## config.mk

```make
export PLATFORM = sky130hd
export DESIGN_NAME = pe_array_sched
export DESIGN_NICKNAME = d
export VERILOG_FILES = /design/src/rtl/me_pkg.sv /design/src/rtl/snake_walker.sv /design/src/rtl/pe_array_sched.sv
export SDC_FILE = /design/constraint.sdc
export NUM_CORES = 1
export LEC_CHECK = 0
export ABC_CLOCK_PERIOD_IN_PS = 2120
export BUFFER_PORTS_ARGS = -buffer_cell sky130_fd_sc_hd__buf_4
export CAP_MARGIN = 30
export CORE_MARGIN = 2
export CORE_UTILIZATION = 55
export CTS_BUF_LIST = sky130_fd_sc_hd__clkbuf_8
export DETAILED_ROUTE_END_ITERATION = 8
export GPL_TIMING_DRIVEN = 0
export MAX_ROUTING_LAYER = met4
export PLACE_DENSITY_LB_ADDON = 0.15
export SLEW_MARGIN = 30
export SYNTH_ARGS = -nofsm -noshare
export SYNTH_HDL_FRONTEND = slang
export SYNTH_SLANG_ARGS = --single-unit
```

## constraint.sdc

```tcl
create_clock -name clk -period 2.12 [get_ports clk]
set_clock_uncertainty 0.1 [all_clocks]
set_input_delay 0.318 -clock clk [delete_from_list [all_inputs] [get_ports clk]]
set_output_delay 0.318 -clock clk [all_outputs]
set_load 0.03 [all_outputs]
```

## src/rtl/me_pkg.sv

```systemverilog
// ============================================================================
// Module   : me_pkg
// Purpose  : Shared types and constants for the motion-estimation PE scheduler.
// Revision : 1.0 - initial release
// ============================================================================
`default_nettype none

package me_pkg;
  localparam int PIXEL = 8;

  localparam logic [1:0] REF_UP1 = 2'b00;
  localparam logic [1:0] REF_UP8 = 2'b01;
  localparam logic [1:0] REF_DN1 = 2'b10;
  localparam logic [1:0] REF_DN8 = 2'b11;

  typedef enum logic [2:0] {
    ST_IDLE   = 3'd0,
    ST_LOAD   = 3'd1,
    ST_FILL   = 3'd2,
    ST_SEARCH = 3'd3,
    ST_DONE   = 3'd4
  } state_e;
endpackage

`default_nettype wire

```

## src/rtl/snake_walker.sv

```systemverilog
// ============================================================================
// Module   : snake_walker
// Purpose  : Candidate position counters and reference move code for a
//            column-wise snake walk over the search window.
// Revision : 1.0 - initial release
// ============================================================================
`default_nettype none

module snake_walker
  import me_pkg::*;
#(
  parameter int SR_W = 16,
  parameter int SR_H = 16
) (
  input  logic                      clk,
  input  logic                      rst,
  input  logic                      clear,
  input  logic                      advance,
  output logic [$clog2(SR_W)-1:0]   cand_x,
  output logic [$clog2(SR_H)-1:0]   cand_y,
  output logic [1:0]                move_code,
  output logic                      last_cand
);
  localparam int XW = $clog2(SR_W);
  localparam int YW = $clog2(SR_H);

  logic [XW-1:0] x_q, x_d;
  logic [YW-1:0] y_q, y_d;
  logic          col_odd, last_row;

  // Even columns walk down, odd columns walk up.
  assign col_odd   = x_q[0];
  assign last_row  = col_odd ? (y_q == '0) : (y_q == YW'(SR_H - 1));
  assign last_cand = last_row && (x_q == XW'(SR_W - 1));
  assign move_code = last_row ? REF_UP8 : (col_odd ? REF_UP1 : REF_DN1);
  assign cand_x    = x_q;
  assign cand_y    = y_q;

  always_comb begin
    x_d = x_q;
    y_d = y_q;
    if (clear) begin
      x_d = '0;
      y_d = '0;
    end else if (advance && !last_cand) begin
      if (last_row) x_d = x_q + XW'(1);
      else if (col_odd) y_d = y_q - YW'(1);
      else y_d = y_q + YW'(1);
    end
  end

  always_ff @(posedge clk or posedge rst) begin
    if (rst) begin
      x_q <= '0;
      y_q <= '0;
    end else begin
      x_q <= x_d;
      y_q <= y_d;
    end
  end
endmodule

`default_nettype wire

```

## src/rtl/pe_array_sched.sv

```systemverilog
// ============================================================================
// Module   : pe_array_sched
// Purpose  : Load / fill / snake-search sequencer for the 8x8 PE systolic
//            array. Optional search-time preload: PE_SCHED_PRELOAD_EN.
// Revision : 1.0 - initial release
// ============================================================================
`default_nettype none

module pe_array_sched
  import me_pkg::*;
#(
  parameter int BLK  = 8,
  parameter int SR_W = 16,
  parameter int SR_H = 16
) (
  input  logic                      clk,
  input  logic                      rst,
  input  logic                      start,
  output logic                      busy,
  output logic                      done,
  input  logic                      curr_valid,
  output logic                      curr_ready,
  input  logic                      ref_valid,
  output logic                      ref_ready,
  output logic                      in_curr_enable,
  output logic                      cb_select,
  output logic [1:0]                abs_control,
  output logic                      change_ref,
  output logic [1:0]                ref_input_control,
  output logic                      sad_valid,
  output logic                      sad_cb,
  output logic [$clog2(SR_W)-1:0]   cand_x,
  output logic [$clog2(SR_H)-1:0]   cand_y
);
  localparam int             CW       = $clog2(BLK + 1);
  localparam logic [CW-1:0]  CNT_LAST = CW'(BLK - 1);

  state_e        state_q, state_d;
  logic          phase_q, phase_d;
  logic          hold_q, hold_d;
  logic          pair_q, pair_d;
  logic [CW-1:0] cnt_q, cnt_d;
  logic          in_search, ref_acc, cand_done, walk_clear, last_cand;
  logic [1:0]    move_code;
`ifdef PE_SCHED_PRELOAD_EN
  localparam logic [CW-1:0]  CNT_FULL = CW'(BLK);
  logic          pend_q, pend_d;
`endif

  assign in_search = (state_q == ST_SEARCH);
  assign busy      = (state_q != ST_IDLE);
  assign done      = (state_q == ST_DONE);
  assign cb_select = pair_q;
  assign ref_ready = (state_q == ST_FILL) || (in_search && phase_q && !last_cand);
`ifdef PE_SCHED_PRELOAD_EN
  // Preload beats target the idle pair while the active pair is searched.
  assign curr_ready = (state_q == ST_LOAD) || (in_search && pend_q && (cnt_q != CNT_FULL));
`else
  assign curr_ready = (state_q == ST_LOAD);
`endif
  assign in_curr_enable = curr_valid & curr_ready;
  assign ref_acc        = ref_valid & ref_ready;
  assign change_ref     = ref_acc;
  assign cand_done      = in_search && phase_q && (ref_acc || last_cand);
  assign walk_clear     = (state_q == ST_FILL) && ref_acc && (cnt_q == CNT_LAST);

  // A stalled phase 1 repeats the same abs_out set, so only its first cycle counts.
  assign sad_valid   = in_search && !hold_q;
  assign sad_cb      = in_search && phase_q;
  assign abs_control = in_search ? {pair_q, phase_q} : 2'b00;

  always_comb begin
    ref_input_control = REF_UP1;
    if (state_q == ST_FILL) ref_input_control = REF_DN1;
    else if (in_search && phase_q) ref_input_control = move_code;
  end

  snake_walker #(.SR_W(SR_W), .SR_H(SR_H)) u_walker (
    .clk       (clk),
    .rst       (rst),
    .clear     (walk_clear),
    .advance   (cand_done),
    .cand_x    (cand_x),
    .cand_y    (cand_y),
    .move_code (move_code),
    .last_cand (last_cand)
  );

  always_comb begin
    state_d = state_q;
    phase_d = phase_q;
    hold_d  = 1'b0;
    pair_d  = pair_q;
    cnt_d   = cnt_q;
`ifdef PE_SCHED_PRELOAD_EN
    pend_d  = pend_q;
`endif
    case (state_q)
      ST_IDLE: begin
        if (start) begin
          state_d = ST_LOAD;
          cnt_d   = '0;
        end
      end
      ST_LOAD: begin
        if (in_curr_enable) begin
          if (cnt_q == CNT_LAST) begin
            state_d = ST_FILL;
            cnt_d   = '0;
          end else begin
            cnt_d = cnt_q + CW'(1);
          end
        end
      end
      ST_FILL: begin
        if (ref_acc) begin
          if (cnt_q == CNT_LAST) begin
            state_d = ST_SEARCH;
            cnt_d   = '0;
            pair_d  = ~pair_q;
            phase_d = 1'b0;
          end else begin
            cnt_d = cnt_q + CW'(1);
          end
        end
      end
      ST_SEARCH: begin
`ifdef PE_SCHED_PRELOAD_EN
        if (start) pend_d = 1'b1;
        if (in_curr_enable) cnt_d = cnt_q + CW'(1);
`endif
        if (!phase_q) begin
          phase_d = 1'b1;
        end else if (cand_done) begin
          phase_d = 1'b0;
          if (last_cand) state_d = ST_DONE;
        end else begin
          hold_d = 1'b1;
        end
      end
      ST_DONE: begin
        state_d = ST_IDLE;
`ifdef PE_SCHED_PRELOAD_EN
        if (pend_q) begin
          pend_d = 1'b0;
          if (cnt_q == CNT_FULL) begin
            state_d = ST_FILL;
            cnt_d   = '0;
          end else begin
            // Preload not finished: resume the count in LOAD.
            state_d = ST_LOAD;
          end
        end
`endif
      end
      default: state_d = ST_IDLE;
    endcase
  end

  always_ff @(posedge clk or posedge rst) begin
    if (rst) begin
      state_q <= ST_IDLE;
      phase_q <= 1'b0;
      hold_q  <= 1'b0;
      pair_q  <= 1'b1;
      cnt_q   <= '0;
`ifdef PE_SCHED_PRELOAD_EN
      pend_q  <= 1'b0;
`endif
    end else begin
      state_q <= state_d;
      phase_q <= phase_d;
      hold_q  <= hold_d;
      pair_q  <= pair_d;
      cnt_q   <= cnt_d;
`ifdef PE_SCHED_PRELOAD_EN
      pend_q  <= pend_d;
`endif
    end
  end
endmodule

`default_nettype wire
```

==> results_dict.tcl, run 1 <==
set metrics [dict create \
    antenna_found_initial 0 \
    crit_type "reg -> out" \
    fp.dieW_um 50.1 \
    numPortBuffers 25 \
    final_common_cell "buf_4" \
    syn-cell-area_mm2 0.00117 \
    gr-total-overflow 0 \
    globalplace.congestion 0.870 \
    worst_ep_arrival_time_ns 1.62 \
    yosys_warnings 0 \
    first_pass_iters 4 \
    grt_pass1_vias 1079 \
    worstSkewPairLatency_ns 0.25 \
    drc_errors 0 \
    totalNegativeSetupSlack_ns 0 \
    regArea_um2 458 \
    drt_iter0_markers 37 \
    hold_class "in -> async" \
    crit_end "change_ref" \
    dieArea_mm2 0.00251 \
    setup_viol 0 \
    synth-edff-count 0 \
    worstReg2RegStart "u_walker.cand_y[2]$_DFFE_PP0P_" \
    fmaxAchievable_mhz 491 \
    period_minus_slack_ns 2.04 \
    yosysSeqAreaShare_pct 38.7 \
    design.core.area_mm2 0.00198 \
    grt_pass1_wl_um 5040 \
    multi_input_area_um2 702 \
    syn_to_final_growth_pct 33.2 \
    async_reset_ff_share_pct 100 \
    fillers 127 \
    worstReg2RegEnd "u_walker.cand_x[3]$_DFFE_PP0P_" \
    ir_drop_v 0.000891 \
    maxCapViolCount 0 \
    final_cell_mix "36 x buf_4, 12 x dfrtp_1, 10 x nand2_1, 9 x inv_1" \
    cp.required_ns 1.70 \
    synth_flop_cell "dfrtp_1" \
    setup.worst_path.start "u_walker.cand_x[0]$_DFFE_PP0P_" \
    ctsRootBufferMaster "clkbuf_8" \
    rsz0062_at_grt "false" \
    synth_area_per_cell_um2 9.13 \
    relSlewSlack_pct 53.0 \
    nNetsFinal 176 \
    critical_path_peak_fanout 10 \
    synth-seq-cells 18 \
    antenna_cells 0 \
    viasPerCell 5.93 \
    postRouteWirelength_um 2980 \
    reg2reg_slack_ns 0.11 \
    syn_nets 138 \
    grt_max_degree 19 \
    layout-drive-gt1-share_pct 36.4 \
    detail_route.wl_per_cell_um 15.5 \
    grt_util_all_layers_pct 27.3 \
    routed.top_layer "met4" \
    io_pins 26 \
    maxSlewViolCount 0 \
    total_power_mw 1.73 \
    start_util_pct 59.0 \
    wl_met1_um 1260 \
    route.met2.wl_um 1470 \
    fp.dieH_um 50.1 \
    endpoint_kind "primary output" \
    hold_violations 0 \
    cts-htree-levels 1 \
    drtAntennaViolNets 0 \
    tightest_slew_ns 0.704 \
    cts.path.max_buffers 2 \
    clock-sinks 18 \
    vias 1139 \
    ys_types 43 \
    reg2regPathDepth 6 \
    syn_inst 128 \
    leakage_nw 0.698 \
    std_cell_rows 16 \
    status "finished, final reports clean" \
    worstSetupStartpointType "flip-flop" \
    cts_tree "yes" \
    post-dp-hpwl_um 1900 \
    post-route-period-util_pct 96.1 \
    clk_pin_slew_ns 0.07 \
    wl_met3_um 192 \
    cts_inserted_buffers 3 \
    powerDensity_mw_per_mm2 1110 \
]
==> cell families after synthesis <==
| family | Yosys count | share of synthesized area [%] |
|---|---|---|
| multiplexers | 8 | 6.96 |
| XOR/XNOR | 3 | 2.25 |
| adder cells (fa/ha/maj) | 5 | 6.00 |
| flip-flops | 18 | 38.7 |
| AND/OR/NAND/NOR | 55 | 27.1 |
| buffers and inverters | 15 | 5.78 |
| AO/OA/AOI/OAI | 24 | 13.3 |
==> worst max-delay path, cell delays in order, from the launching register on <==
cell and delay, ns:
dfrtp_2 0.50, ha_1 0.26, nand3_2 0.15, o21ai_2 0.07, a211oi_2 0.18, buf_4 0.19
==> Yosys cell counts, types with 2 or more instances <==
cell type  number  area (um^2)
xnor2_1         3         26.3
nor3_1          7         35.0
o21ai_0         7         35.0
nor3b_1         4         30.0
a21oi_1         3         15.0
buf_2           2         10.0
nand2b_1        3         18.8
o31ai_1         5         37.5
nand3_2         2         20.0
buf_4           2         15.0
dfrtp_1        17          425
nand3b_1        3         22.5
ha_1            4         50.1
nand2_1        10         37.5
a211oi_1        2         15.0
inv_1           8         30.0
or4_1           2         15.0
clkbuf_1        2         7.51
nor2_1          6         22.5
nand3_1         7         35.0
mux2i_1         7         70.1
==> layer usage <==
metal / up-vias / global-route usage [%]
li1: 534 / -
met1: 544 / 33.6
met2: 53 / 43.4
met3: 8 / 4.85
met4: 0 / 13.0
met5: - / -
==> flip-flops by register name, indices dropped and copies added (netlist names) <==
register	flops
phase_q	1
u_walker.cand_y	4
cb_select	1
u_walker.cand_x	4
state_q	3
cnt_q	4
hold_q	1
==> what timing repair did <==
item | in CTS | in global routing
gates resized for setup | 6 | 5
pin swaps | 1 | 0
hold buffers | 0 | 0
setup endpoints to repair | 3 | 4
gates cloned | 0 | 0
buffers inserted | 8 | 1
==> area by class of cell <==
class,count,area share [%]
Buffer,5,1.77
Clock buffer,3,2.65
Clock inverter,1,0.241
Inverter,9,2.25
Multi-Input combinational cell,95,45.1
Sequential cell,18,29.4
Tap cell,27,2.17
Timing Repair Buffer,34,16.4
==> per-stage QoR <==
stage          cell area (um^2)  utilization, %  hold WS [ns]  std cells  setup slack (ns)
6_report                   1560            78.5        0.0781        192            0.0834
5_1_grt                    1560            78.5         0.148        192           0.00913
4_1_cts                    1540            77.7        0.0968        192            0.0105
3_5_place_dp               1410            71.0         0.374        180            0.0196
3_3_place_gp               1410            71.0         0.360        180            0.0741
2_1_floorplan              1190               -         0.155        128            0.0234
==> power breakdown <==
group          internal (mW)  switching [mW]  leakage [nW]
registers              0.441           0.103         0.221
clock network          0.129           0.119        0.0269
logic                  0.400           0.534         0.451
total                  0.969           0.756         0.698
==> how the worst min path moves through the flow <==
| stage | startpoint | slack [ns] | cells after the start | endpoint |
|---|---|---|---|---|
| 2_1_floorplan | rst | 0.16 | 1 | cnt_q[0]$_DFFE_PP0P_ |
| 3_3_place_gp | rst | 0.36 | 2 | cnt_q[2]$_DFFE_PP0P_ |
| 3_5_place_dp | rst | 0.37 | 2 | cnt_q[0]$_DFFE_PP0P_ |
| 4_1_cts | rst | 0.1 | 2 | u_walker.cand_y[3]$_DFFE_PP0P_ |
| 5_1_grt | rst | 0.15 | 2 | u_walker.cand_y[3]$_DFFE_PP0P_ |
| 6_report | rst | 0.08 | 2 | u_walker.cand_y[3]$_DFFE_PP0P_ |
(Power assumes the default switching activity.)
==> inputs of run 2 (changes only) <==
--- a/config.mk
+++ b/config.mk
@@ -8,13 +8,15 @@
 export ABC_CLOCK_PERIOD_IN_PS = 2120
 export BUFFER_PORTS_ARGS = -buffer_cell sky130_fd_sc_hd__buf_4
 export CAP_MARGIN = 30
+export CORE_ASPECT_RATIO = 1.1
 export CORE_MARGIN = 2
-export CORE_UTILIZATION = 55
+export CORE_UTILIZATION = 26
 export CTS_BUF_LIST = sky130_fd_sc_hd__clkbuf_8
 export DETAILED_ROUTE_END_ITERATION = 8
 export GPL_TIMING_DRIVEN = 0
 export MAX_ROUTING_LAYER = met4
 export PLACE_DENSITY_LB_ADDON = 0.15
+export REMOVE_ABC_BUFFERS = 1
 export SLEW_MARGIN = 30
 export SYNTH_ARGS = -nofsm -noshare
 export SYNTH_HDL_FRONTEND = slang
==> run 2 against run 1 <==
  * Fmax shrank 2.0%
  * Global-route usage shrank 14 points
  * Worst hold slack lost 0.00085 ns
  * Sequential share of layout area shrank 0.77 points
  * Wire length shrank 0.24%
  * Combinational power shrank 8.2%
  * Utilization shrank 41 points
  * Largest cell class unchanged
==> results_dict.tcl, run 2 (synthesis gave the netlist of run 1 again) <==
set metrics [dict create \
    setup.worst_path.start "u_walker.cand_y[1]$_DFFE_PP0P_" \
    critPathMaxStageDelay_ns 0.44 \
    worstSetupStartpointType "flip-flop" \
    powerDensity_mw_per_mm2 1060 \
    cts.path.max_buffers 2 \
    post-place-ws_ns -0.443 \
    ctsRootBufferMaster "clkbuf_8" \
    dieArea_mm2 0.00505 \
    hold_violations 0 \
    cts-htree-levels 1 \
    first_pass_iters 4 \
    crit_type "reg -> out" \
    io_pins 26 \
    final_common_cell "buf_4" \
    endpoint_kind "primary output" \
    post-route-period-util_pct 98.0 \
    fp.dieW_um 67.9 \
    fmaxAchievable_mhz 481 \
    leakage_nw 0.705 \
    finalNonFillerCells 219 \
    antenna_found_initial 0 \
    globalplace.congestion 0.770 \
    fp.dieH_um 74.3 \
    syn_to_final_growth_pct 37.9 \
    ir_drop_v 0.000354 \
    antenna_cells 0 \
    post-dp-hpwl_um 2050 \
    start_util_pct 27.1 \
    status "finished, final reports clean" \
    postRouteWirelength_um 2970 \
    path_cells "and4_4 -> mux2i_4 -> o21ai_1 -> a211oi_2 -> buf_4" \
    nNetsFinal 176 \
    detail_route.wl_per_cell_um 13.6 \
    cp.required_ns 1.70 \
    postCtsHoldBufs 0 \
    maxCapViolCount 0 \
    worst_ep_arrival_time_ns 1.66 \
    cts_tree "yes" \
    tightest_slew_ns 0.729 \
    hold_class "in -> async" \
    reg2reg_slack_ns 0.16 \
    crit_slowest_cell "dfrtp_2" \
    grt_max_degree 19 \
    final_util_pct 37.3 \
    rsz0062_at_grt "true" \
    worstReg2RegStart "state_q[1]$_DFFE_PP0P_" \
    drt_iter0_markers 16 \
    drtAntennaViolNets 0 \
    clk_pin_slew_ns 0.08 \
    grt_util_all_layers_pct 13.7 \
    setup_slack_ns 0.0418 \
    critical_path_peak_fanout 4 \
    numPortBuffers 25 \
    vias 1071 \
    worstReg2RegEnd "cnt_q[3]$_DFFE_PP0P_" \
    place_inst 201 \
    viasPerCell 4.89 \
    relSlewSlack_pct 51.3 \
    final_cell_mix "38 x buf_4, 10 x nand2_1, 9 x dfrtp_1, 8 x inv_1, 8 x dfrtp_2" \
    grt_pass1_wl_um 5070 \
    total_power_mw 1.71 \
    period_minus_slack_ns 2.08 \
    setup_viol 0 \
    worstSkewPairLatency_ns 0.26 \
    design.core.area_mm2 0.00432 \
    timing.hold.ws_ns 0.0773 \
    grt_pass1_vias 1061 \
    maxSlewViolCount 0 \
    cts_inserted_buffers 3 \
    layout-drive-gt1-share_pct 39.4 \
    gr-total-overflow 0 \
    clock-sinks 18 \
    drc_errors 0 \
    reg2regPathDepth 6 \
    std_cell_rows 25 \
]
-- run 2: changes by cell type in the layout (fill, tap and decap cells not counted), moves of 2 or more --
cell | previous run | this run
buf_4 | 36 | 38
clkbuf_1 | 2 | 0
dfrtp_1 | 12 | 9
dfrtp_2 | 5 | 8
-- run 2: power breakdown --
part | switching, mW | internal, mW | total (mW)
logic | 0.484 | 0.373 | 0.857
clock network | 0.124 | 0.165 | 0.290
registers | 0.123 | 0.441 | 0.565
-- run 2: metal layers --
layer  GRT usage, %  vias up  part of all wire, %
met5              -        -                    0
met4           3.33        0                 0.98
met3           3.18        2                  3.3
met2           23.4       14                   51
met1           16.1      521                   44
li1               -      534                    -
-- run 2: critical path, delay by kind of cell (launching register included) --
kind | cells | cell delay [ns]
AO/OA/AOI/OAI | 2 | 0.34
buffers and inverters | 1 | 0.20
flip-flops | 1 | 0.44
multiplexers | 1 | 0.21
AND/OR/NAND/NOR | 1 | 0.21
-- run 2: area by class of cell --
| type | instances | area [um^2] |
|---|---|---|
| fillers | 451 | 2710 |
| multi-input cells | 95 | 696 |
| clock buffers | 4 | 55.1 |
| inverters | 9 | 35.0 |
| repair buffers | 39 | 297 |
| flip-flops and latches | 18 | 462 |
| well taps | 54 | 67.6 |
-- run 2: through the flow --
| step | cell area [um^2] | TNS, ns |
|---|---|---|
| 2_1_floorplan | 1140 | -0.752 |
| 3_3_place_gp | 1390 | -0.959 |
| 3_5_place_dp | 1390 | -0.916 |
| 4_1_cts | 1590 | 0 |
| 5_1_grt | 1610 | -0.0998 |
| 6_report | 1610 | 0 |
-- run 2: worst max path at each step --
stage                                end  cells past startpoint  slack (ns)
CTS                 ref_input_control[1]                      3       0.006
global route                  change_ref                      5       -0.05
floorplan                     change_ref                      4       -0.59
finish                        change_ref                      5        0.04
global placement              change_ref                      4       -0.45
detailed placement            change_ref                      5       -0.44
-- run 2: what timing repair did --
| item | in CTS | in global routing |
|---|---|---|
| buffers inserted | 13 | 1 |
| cloned | 0 | 0 |
| gates resized for setup | 15 | 5 |
| pin swaps | 1 | 0 |
| endpoints found under the setup margin | 5 | 4 |
| endpoints found under the hold margin | 0 | 0 |
==> inputs of run 3 (changes only) <==
--- a/config.mk
+++ b/config.mk
@@ -5,7 +5,7 @@
 export SDC_FILE = /design/constraint.sdc
 export NUM_CORES = 1
 export LEC_CHECK = 0
-export ABC_CLOCK_PERIOD_IN_PS = 2120
+export ABC_CLOCK_PERIOD_IN_PS = 2300
 export BUFFER_PORTS_ARGS = -buffer_cell sky130_fd_sc_hd__buf_4
 export CAP_MARGIN = 30
 export CORE_ASPECT_RATIO = 1.1
@@ -13,7 +13,6 @@
 export CORE_UTILIZATION = 26
 export CTS_BUF_LIST = sky130_fd_sc_hd__clkbuf_8
 export DETAILED_ROUTE_END_ITERATION = 8
-export GPL_TIMING_DRIVEN = 0
 export MAX_ROUTING_LAYER = met4
 export PLACE_DENSITY_LB_ADDON = 0.15
 export REMOVE_ABC_BUFFERS = 1
==> constraint.sdc (replaced) <==
create_clock -name clk -period 2.3 [get_ports clk]
set_clock_uncertainty 0.1 [all_clocks]
set_input_delay 0.345 -clock clk [delete_from_list [all_inputs] [get_ports clk]]
set_output_delay 0.345 -clock clk [all_outputs]
set_load 0.03 [all_outputs]
==> run 3 against run 2 <==
  * Worst setup slack gained 0.073 ns
  * Non-clock buffer count shrank 6
  * Largest cell class unchanged
  * Via count shrank 2.6%
  * First-iteration DRC count grew 110%
  * Utilization shrank 1.7 points
==> results_dict.tcl, run 3 (synthesis gave the netlist of run 1 again) <==
set metrics [dict create \
    layout-drive-gt1-share_pct 30.8 \
    start_util_pct 27.1 \
    crit_type "reg -> out" \
    worstSkewPairLatency_ns 0.26 \
    critical_path_peak_fanout 5 \
    worst_ep_arrival_time_ns 1.74 \
    drc_errors 0 \
    worstReg2RegStart "state_q[0]$_DFFE_PP0P_" \
    leakage_nw 0.678 \
    rsz0062_at_grt "false" \
    powerDensity_mw_per_mm2 973 \
    cts_setup_buffers 0 \
    relSlewSlack_pct 52.5 \
    fmaxAchievable_mhz 458 \
    globalplace.congestion 0.780 \
    maxCapViolCount 0 \
    detail_route.wl_per_cell_um 13.6 \
    gr-total-overflow 0 \
    fp.dieW_um 67.9 \
    cts.path.max_buffers 2 \
    route.met2.wl_um 1510 \
    setup.worst_path.start "u_walker.cand_y[3]$_DFFE_PP0P_" \
    tightest_slew_ns 0.711 \
    grt_pass1_wl_um 4860 \
    cp.required_ns 1.86 \
    postRouteWirelength_um 2900 \
    dieArea_mm2 0.00505 \
    final_common_cell "buf_4" \
    cts_inserted_buffers 3 \
    place_inst 209 \
    post-dp-hpwl_um 2170 \
    first_pass_iters 4 \
    post-route-period-util_pct 95.0 \
    endpoint_kind "primary output" \
    postCtsHoldBufs 0 \
    vias 1043 \
    ctsRootBufferMaster "clkbuf_8" \
    totalNegativeSetupSlack_ns 0 \
    cts_tree "yes" \
    design.core.area_mm2 0.00432 \
    reg2reg_slack_ns 0.30 \
    worstSetupStartpointType "flip-flop" \
    setup_viol 0 \
    hold_class "in -> async" \
    wl_met3_um 83 \
    reg2regPathDepth 4 \
    io_pins 26 \
    antenna_found_initial 0 \
    drt_iter0_markers 34 \
    syn_to_final_growth_pct 31.5 \
    clock-sinks 18 \
    wl_met1_um 1270 \
    routed.top_layer "met4" \
    fp.dieH_um 74.3 \
    finalNonFillerCells 213 \
    cts-htree-levels 1 \
    final_cell_mix "33 x buf_4, 15 x dfrtp_1, 10 x nand2_1, 9 x inv_1, 7 x nor3_1" \
    hold_violations 0 \
    maxSlewViolCount 0 \
    grt_max_degree 19 \
    nNetsFinal 170 \
    period_minus_slack_ns 2.19 \
    grt_util_all_layers_pct 13.1 \
    ir_drop_v 0.000314 \
    worstReg2RegEnd "cnt_q[3]$_DFFE_PP0P_" \
    antenna_cells 0 \
    clk_pin_slew_ns 0.07 \
    status "finished, final reports clean" \
    drtAntennaViolNets 0 \
    std_cell_rows 25 \
    numPortBuffers 25 \
    grt_pass1_vias 1072 \
    viasPerCell 4.90 \
]
run 3: power breakdown:
group	switching, mW	total, mW	internal [mW]
clock	0.111	0.230	0.119
sequential	0.113	0.513	0.401
combinational	0.436	0.752	0.316
run 3: layout make-up:
cell class	instances	area, um^2
clock buffer	3	41.3
clock inverter	1	3.75
fill	443	2780
inverter	9	35.0
multi-input combinational	95	687
sequential	18	454
tap	54	67.6
timing repair buffer	33	248
run 3: metrics by stage:
step	total power, mW	utilization (%)	cell area (um^2)	setup WS (ns)	hold slack [ns]
2_1_floorplan	0.956	-	1140	-0.435	0.183
3_3_place_gp	1.23	33.6	1450	0.292	0.388
3_5_place_dp	1.23	33.6	1450	0.224	0.389
4_1_cts	1.48	34.9	1510	0.0125	0.146
5_1_grt	1.61	35.6	1540	0.0000326	0.177
6_report	1.50	35.6	1540	0.114	0.104
run 3: worst max path at each step:
stage,end,slack [ns],depth (start not counted)
floorplan,change_ref,-0.43,4
global placement,ref_ready,0.29,5
detailed placement,change_ref,0.22,5
CTS,change_ref,0.01,5
global route,change_ref,0.00003,5
finish,ref_ready,0.11,5
run 3: timing repair:
| action | 4_1_cts | 5_1_grt |
|---|---|---|
| endpoints found under the setup margin | 1 | 2 |
| gates resized for setup | 3 | 6 |
| pin swaps | 0 | 1 |
run 3: layer usage:
metal / global-route usage, % / up-vias
met5: - / -
met4: 4.89 / 0
met2: 21.9 / 16
li1: - / 520
met3: 2.12 / 4
met1: 15.8 / 503
run 3: critical path, cell delays in order, from the launching register on:
cell     delay [ns]
dfrtp_1        0.44
nor4_4         0.36
mux2i_4        0.14
o21ai_1        0.22
o21ai_0        0.13
buf_4          0.20
